`config.mk`:
```
export PLATFORM = sky130hd
export DESIGN_NAME = bt656cap_dma_fifo
export DESIGN_NICKNAME = d
export VERILOG_FILES = /design/src/rtl/bt656cap_dma_fifo.sv
export SDC_FILE = /design/constraint.sdc
export NUM_CORES = 2
export LEC_CHECK = 0
export ABC_AREA = 1
export CAP_MARGIN = 15
export CELL_PAD_IN_SITES_DETAIL_PLACEMENT = 0
export CELL_PAD_IN_SITES_GLOBAL_PLACEMENT = 2
export CORE_ASPECT_RATIO = 1.75
export CORE_MARGIN = 2
export CORE_UTILIZATION = 31
export CTS_CLUSTER_DIAMETER = 50
export CTS_CLUSTER_SIZE = 14
export DETAILED_ROUTE_END_ITERATION = 8
export PLACE_DENSITY = 0.6
export RECOVER_POWER = 50
export SYNTH_ARGS = -nofsm -noshare
export SYNTH_HDL_FRONTEND = slang
export SYNTH_SLANG_ARGS = --single-unit
```
`constraint.sdc`:
```
create_clock -name sys_clk -period 8.3 [get_ports sys_clk]
set_input_delay 1.66 -clock sys_clk [delete_from_list [all_inputs] [get_ports sys_clk]]
set_output_delay 1.66 -clock sys_clk [all_outputs]
set_load 0.01 [all_outputs]
```
`src/rtl/bt656cap_dma_fifo.sv`:
```
// Capture DMA for the BT.656 input: packs 32-bit video words into 32-byte burst
// slots of an on-chip FIFO and drains complete slots to memory over FML.
module bt656cap_dma_fifo #(
  parameter int fml_depth = 27,
  parameter int buf_depth = 2
) (
  input  logic                 sys_clk,
  input  logic                 sys_rst,

  input  logic [1:0]           field_filter,
  input  logic [fml_depth-6:0] fml_adr_base,
  input  logic [fml_depth-6:0] frame_bursts,
  input  logic                 overflow_clr,
  output logic                 in_frame,
  output logic                 start_of_frame,
  output logic                 frame_done,
  output logic [7:0]           overflow_count,

  input  logic                 v_stb,
  output logic                 v_ack,
  input  logic                 v_field,
  input  logic [31:0]          v_rgb565,

  output logic [fml_depth-1:0] fml_adr,
  output logic                 fml_stb,
  input  logic                 fml_ack,
  output logic [63:0]          fml_do
);

  localparam int unsigned AW    = fml_depth - 5;
  localparam int unsigned SLOTS = 1 << buf_depth;
  localparam logic [buf_depth:0] FULL = (buf_depth + 1)'(SLOTS);

  localparam logic [1:0] W_IDLE    = 2'd0;
  localparam logic [1:0] W_CAPTURE = 2'd1;
  localparam logic [1:0] W_DISCARD = 2'd2;

  localparam logic [2:0] R_IDLE = 3'd0;
  localparam logic [2:0] R_T1   = 3'd1;
  localparam logic [2:0] R_T2   = 3'd2;
  localparam logic [2:0] R_T3   = 3'd3;
  localparam logic [2:0] R_T4   = 3'd4;

  logic [1:0]           w_state;
  logic [2:0]           r_state;
  logic [2:0]           w_idx;
  logic [buf_depth-1:0] wr_slot;
  logic [buf_depth-1:0] rd_slot;
  logic [buf_depth:0]   used;
  logic                 prev_field;
  logic [AW-1:0]        base_l;
  logic [AW-1:0]        bursts_l;
  logic [AW-1:0]        bursts_written;
  logic [AW-1:0]        bursts_xfer;
  logic [AW-1:0]        adr_burst;
  logic [31:0]          hold;

  logic [63:0]          mem [SLOTS*4];

  logic                 acc;
  logic                 field_edge;
  logic                 sof;
  logic                 fifo_full;
  logic                 capturing;
  logic                 ovf;
  logic                 cap_word;
  logic                 mem_we;
  logic                 commit;
  logic                 free_slot;
  logic                 last_written;
  logic                 last_xfer;
  logic                 discard_done;
  logic [1:0]           rd_entry;

  assign v_ack     = ~sys_rst;
  assign fml_stb   = (r_state == R_T1);
  assign adr_burst = base_l + bursts_xfer;
  assign fml_adr   = {adr_burst, 5'd0};

  always_comb begin
    acc          = v_stb & v_ack;
    field_edge   = acc & ((field_filter[0] & prev_field & ~v_field)
                        | (field_filter[1] & ~prev_field & v_field));
    sof          = field_edge & ~in_frame & (frame_bursts != '0);
    fifo_full    = (used == FULL);
    capturing    = (w_state == W_CAPTURE) & acc;
    ovf          = capturing & (w_idx == 3'd0) & fifo_full;
    cap_word     = capturing & ~ovf;
    mem_we       = cap_word & w_idx[0];
    commit       = cap_word & (w_idx == 3'd7);
    free_slot    = (r_state == R_T4);
    last_written = ((bursts_written + AW'(1)) == bursts_l);
    last_xfer    = ((bursts_xfer + AW'(1)) == bursts_l);
    discard_done = (w_state == W_DISCARD) & (used == '0);
  end

  // Read address runs one entry ahead of the FML beat so the registered
  // RAM output lines up with the ack cycle and the three cycles after it.
  always_comb begin
    rd_entry = 2'd0;
    case (r_state)
      R_T1:    rd_entry = fml_ack ? 2'd1 : 2'd0;
      R_T2:    rd_entry = 2'd2;
      R_T3:    rd_entry = 2'd3;
      default: rd_entry = 2'd0;
    endcase
  end

  // Even words wait in hold and are written together with the odd word as one
  // 64-bit entry, so the RAM only ever sees full-width writes.
  always_ff @(posedge sys_clk) begin
    if (mem_we)
      mem[{wr_slot, w_idx[2:1]}] <= {hold, v_rgb565};
    fml_do <= mem[{rd_slot, rd_entry}];
  end

  always_ff @(posedge sys_clk or posedge sys_rst) begin
    if (sys_rst) begin
      w_state        <= W_IDLE;
      w_idx          <= '0;
      wr_slot        <= '0;
      bursts_written <= '0;
      hold           <= '0;
    end else begin
      case (w_state)
        W_IDLE: begin
          if (sof) begin
            hold           <= v_rgb565;
            w_idx          <= 3'd1;
            bursts_written <= '0;
            w_state        <= W_CAPTURE;
          end
        end
        W_CAPTURE: begin
          if (ovf) begin
            w_state <= W_DISCARD;
          end else if (cap_word) begin
            if (!w_idx[0])
              hold <= v_rgb565;
            w_idx <= w_idx + 3'd1;
            if (commit) begin
              wr_slot        <= wr_slot + 1'b1;
              bursts_written <= bursts_written + AW'(1);
              if (last_written)
                w_state <= W_IDLE;
            end
          end
        end
        W_DISCARD: begin
          if (discard_done)
            w_state <= W_IDLE;
        end
        default: w_state <= W_IDLE;
      endcase
    end
  end

  always_ff @(posedge sys_clk or posedge sys_rst) begin
    if (sys_rst) begin
      r_state     <= R_IDLE;
      rd_slot     <= '0;
      bursts_xfer <= '0;
    end else begin
      if (sof)
        bursts_xfer <= '0;
      case (r_state)
        R_IDLE: if (used != '0) r_state <= R_T1;
        R_T1:   if (fml_ack) r_state <= R_T2;
        R_T2:   r_state <= R_T3;
        R_T3:   r_state <= R_T4;
        R_T4: begin
          rd_slot     <= rd_slot + 1'b1;
          bursts_xfer <= bursts_xfer + AW'(1);
          r_state     <= R_IDLE;
        end
        default: r_state <= R_IDLE;
      endcase
    end
  end

  always_ff @(posedge sys_clk or posedge sys_rst) begin
    if (sys_rst) begin
      used <= '0;
    end else begin
      case ({commit, free_slot})
        2'b10:   used <= used + 1'b1;
        2'b01:   used <= used - 1'b1;
        default: used <= used;
      endcase
    end
  end

  always_ff @(posedge sys_clk or posedge sys_rst) begin
    if (sys_rst) begin
      in_frame       <= 1'b0;
      start_of_frame <= 1'b0;
      frame_done     <= 1'b0;
      prev_field     <= 1'b0;
      base_l         <= '0;
      bursts_l       <= '0;
      overflow_count <= '0;
    end else begin
      start_of_frame <= sof;
      frame_done     <= free_slot & last_xfer;
      if (acc)
        prev_field <= v_field;
      if (sof) begin
        base_l   <= fml_adr_base;
        bursts_l <= frame_bursts;
        in_frame <= 1'b1;
      end else if ((free_slot & last_xfer) | discard_done) begin
        in_frame <= 1'b0;
      end
      if (overflow_clr)
        overflow_count <= ovf ? 8'd1 : 8'd0;
      else if (ovf && (overflow_count != 8'hff))
        overflow_count <= overflow_count + 8'd1;
    end
  end

endmodule
```
# After elaboration in Yosys (flattened, before gate mapping)
# Memories as Yosys holds them, arrays and structs flattened. A register that Yosys moved wholly into a read port is not among the register bits.
# Index checks and enable logic that the tools add are counted.
# totals
regBits,147
mem_bits_rw,1024
output_inout_bits,104
word_cells,126
memories,1
# classes
add_sub_neg,9
n_eq_ne,24
n_mux,35
bitwise_logic,23
reduce_logical,18
# memory_table
memory,words,word_bits,read_ports,rd_ports_with_merged_regs,write_ports,line_no,source
mem,16,64,1,1,1,58,logic [63:0] mem [SLOTS*4];
# op_table
op,count
$mux 32,4
$mux 22,5
$pmux 32 s2,1
$add 22x1->22 const B,2
$eq 22x22->1,2
$pmux 22 s2,1
$add 22x22->22,1
$reduce_bool 22->1,1
$and 1x1->1,16
$mux 8,2
$mux 3,5
$reduce_and 5->1,3
$ne 2x2->1 const B,7
$mux 2,6
$pmux 2 s3,2
$pmux 3 s2,2
$pmux 3 s4,1
$reduce_bool 2->1,5
$eq 3x3->1 const B,3
$logic_not 3->1,3
$ne 3x3->1 const B,3
$add 8x1->8 const B,1
$ne 8x8->1 const B,1
$reduce_and 4->1,2
15 further kinds,30

# Longest topological paths before layout
# depth
ltp_word,12
depth_mapped,17
depth_no_buf,17

# Least setup slack after synthesis
# Ideal clock, no wire load.
# synth_path
path_type,input port to flip-flop
start,in sys_rst
end,mem mem[0][0] (enable)
setup_ps,486
arrival_ps,7262
path_slack_ps,551
path_stages,9
n_path_buf,0
cell_sequence,inv_2 nand2_1 nor2_1 inv_1 nor2_1 inv_2 nor2_1 nand2_1 nor2_1
# synth_between
elab_chain_cells,10
# synth_rtl
item,line_no,source
start: declaration,8,"input logic sys_rst,"
$not 1->1 (*),75,assign v_ack = ~sys_rst;
$and 1x1->1 (*),81,acc = v_stb & v_ack;
$and 1x1->1 (*),86,capturing = (w_state == W_CAPTURE) & acc;
$and 1x1->1 (2 in series),87,ovf = capturing & (w_idx == 3'd0) & fifo_full;
$not 1->1 (no source line),-,
$and 1x1->1 (*),88,cap_word = capturing & ~ovf;
$and 1x1->1 (*),89,mem_we = cap_word & w_idx[0];
$mux 1 (*),112,if (mem_we)
$mux 1 (not written as such) (*),113,"mem[{wr_slot, w_idx[2:1]}] <= {hold, v_rgb565};"
end: declaration,58,
# Every way passes the cells marked *; elsewhere a longest branch is shown, timed or not.

# Worst setup path in the final report
# layout_path
start,in sys_rst
end,mem mem[11][22] (enable)
# Same word-level chain as after synthesis.

==> flow_summary.toml <==
[power_and_ir_drop]
power_frac_comb_pct = 32.5
seq_power_share_pct = 42.3
report.power.total_mw = 19.5
cellLeakagePower_nw = 19.2
swShare_pct = 37.6
p_per_area_nw_per_um2 = 342
clockPowerShare_pct = 25.2
switchingPower_mw = 7.34
peakVddDrop_mv = 0.269
cellInternalPower_mw = 12.2

[placement]
gp_congestion = 0.784
io_buffers = 182
place_ws_ps = 2640
numPlacedInstances = 6140
placed_area_um2 = 53700
dpl.hpwl_um = 89200

[die]
boundaryPins = 188
dieArea_um2 = 163000
core_um2 = 159000
die_w_um = 306
start_util_pct = 31.2
die_h_um = 533
rows = 194

[yosys]
syn-cell-area_um2 = 49600
yosysSeqAreaShare_pct = 72.0
ys_warn_count = 0
ys_ff_latch = 1235
yosysTopAreaCellShare_pct = 62.0
synth_area_leaders = "edfxtp_1 62%, dfrtp_1 7.4%, nor2_1 5.1%"
yosysUniqueCellTypes = 51
syn_inst = 4075
synth_area_leader_cell = "edfxtp_1"
syn_area_per_cell_um2 = 12.2

[global_route]
grt_start_max_net_pins = 159
grt_pass1_wl_um = 232000
overflow = 0
antenna_found_initial = 10
first_global_vias = 33389
track_usage_pct = 19.3

[cells_and_area]
nets = 4310
drive_gt1_share_pct = 5.60
fillCellCount = 15727
postLayoutCellArea_um2 = 57000
final_core_util_pct = 35.8
stdcell_count = 6347
area_growth_pct = 15.0

[outcome]
status = "finished, violations left"
violations = "max-capacitance violations, max-slew violations"

[timing]
hold_viol = 0
finalClockSkew_ps = 32.2
max_slew_margin_pct = -85.5
fin_tns_setup_ps = 0
rsz0062_at_grt = "false"
max_freq_mhz = 168
finalSetupViolCount = 0
slew_viol_final = 136
period_minus_slack_ps = 5940
tightest_slew_ps = 2780
timing.final.crit_share_pct = 71.6
setup_ws_ps = 2360
whs_ps = 488

[clock_network]
cts.sinks = 1235
post_cts_resized = 0
clk_path_buf_depth = 3
cts_tree = "built"
hold_buffers = 0
post_cts_buffers = 0
htreeDepth = 3
cts_buffers = 107
worstSkewPairLatency_ps = 740
cts.reportedPaths.clkPinSlew_ps = 70
cts_root_buf = "clkbuf_16"

[worst_setup_path]
worstSetupEndpointType = "register"
cp_slowest_stage_delay_ps = 870
critical_path_class = "input pin to register"
path_max_fanout = 29
cpMaxStageDelayCell = "clkinvlp_2"
startpoint_type = "input pin"
cp.required_ps = 8660
worst_path_most_repeated_cell = "nor2_1"
cp.arrival_ps = 6300
path_buf_inv = 5
reg2reg_setup_slack_ps = 3500
path_cells = "dlygate4sd3_1, clkinvlp_2, nand2_1, nor2_1, inv_1, nor2_1, nor2_1, clkinv_1, nor2_1, nand2_1, nor2_4, buf_4"
cp_top_family = "simple AND/OR/NAND/NOR gates"

[detailed_routing]
totalWireLength_um = 160000
via_per_inst = 5.09
wl_per_cell_um = 25.2
drc = 0
ant_nets = 0
dr.pass1.iters = 5
initialDrtViolationCount = 1828
vias = 32292

[flow_run]
drv_cap = 4

[worst_hold_path]
min_path_type = "register to register"
## worst reg2reg max path: cells and delay by family, from the launching register on
kind,cells,cell delay (ps)
buf+inv,2,3120
flops,1,660
compound gates,2,860
## per-layer routing
metal / share of wire [%] / up-vias / wire (µm) / track usage [%]
met5: 0.032 / - / 51 / 0
met4: 2.6 / 8 / 4100 / 5.67
met3: 3.2 / 185 / 5170 / 2.25
met2: 54 / 606 / 86400 / 36.7
met1: 40 / 16435 / 64000 / 22.5
li1: - / 15058 / - / -
## kinds of logic (layout without fill, tap and decap cells)
group           Yosys count  count (layout)  share of synthesized area, %
compound gates         1121            1121                          12.9
buf+inv                 409             615                          3.43
fa+ha+maj                35              35                         0.913
xor+xnor                 41              41                         0.779
other cells               1               9                       0.00756
simple gates           1233            1233                          9.94
flops                  1235            1235                          72.0
## path summary, 6_finish.rpt
path / from / end / cells past startpoint
max: sys_rst / mem[11][22] / 12
min: base_l[12] / base_l[12] / 2
max reg2reg: rd_slot[0] / fml_do[46] / 4
min reg2reg: base_l[12] / base_l[12] / 2
max in group asynchronous: sys_rst / rd_slot[1] / 4
min in group asynchronous: sys_rst / used[0] / 2
## power by group through the flow
| stage | Clock [mW] | Sequential (mW) | Combinational [mW] |
|---|---|---|---|
| after floorplan | 0 | 8.10 | 3.95 |
| after global placement | 0 | 8.42 | 6.55 |
| after detailed placement | 0 | 8.42 | 6.52 |
| after CTS | 5.07 | 8.29 | 6.55 |
| after global routing | 5.27 | 8.35 | 7.06 |
| final | 4.92 | 8.25 | 6.35 |
## synthesized netlist by cell type (all sizes together)
cell and count:
o21a 3, o21ba 1, o21bai 2, a211oi 2, xor2 28, nor4 6, dfxtp 64, o21ai 708
nand3 100, xnor2 11, a221oi 1, inv 170, o221ai 78, nor2 684, a22oi 1, nand3b 4
xnor3 2, ha 33, o31ai 2, a32o 1, clkinv 2, a21oi 27, a21o 3, or2 3
a21boi 3, nand4 19, nand2 402, clkbuf 132, dfrtp 147, and3 1, edfxtp 1024, nor3 14
o211ai 79, buf 105, conb 1, fa 2, o22ai 210
## registers in the layout, summed over array words and instances, names as in the netlist, 3 cells and up
signal	count
overflow_count	8
bursts_xfer	22
base_l	22
used	3
bursts_written	22
hold	32
fml_do	64
mem	1024
r_state	3
w_idx	3
bursts_l	22
## final cells by class
class,count,area [µm²],area share [%]
diodes,4,10.0,0.0175
repair buffers,240,2400,4.21
flip-flops and latches,1235,35700,62.6
inverters,172,666,1.17
clock inverters,28,287,0.502
well taps,2058,2570,4.51
multi-input cells,2435,12300,21.6
clock buffers,175,3050,5.34
## cell usage in the layout, fill, tap and decap left out, types with 96 or more instances in the layout
cell           Yosys  final
o21ai_1          334    333
nor2_1           678    664
o21ai_0          373    374
inv_1            158    157
dlygate4sd3_1      0     96
o22ai_1          210    210
nand2_1          399    399
dfrtp_1          147    145
edfxtp_1        1024   1024
nand3_1          100    100
clkbuf_16          0    109
Note: power is estimated with default switching activity, not from simulation.
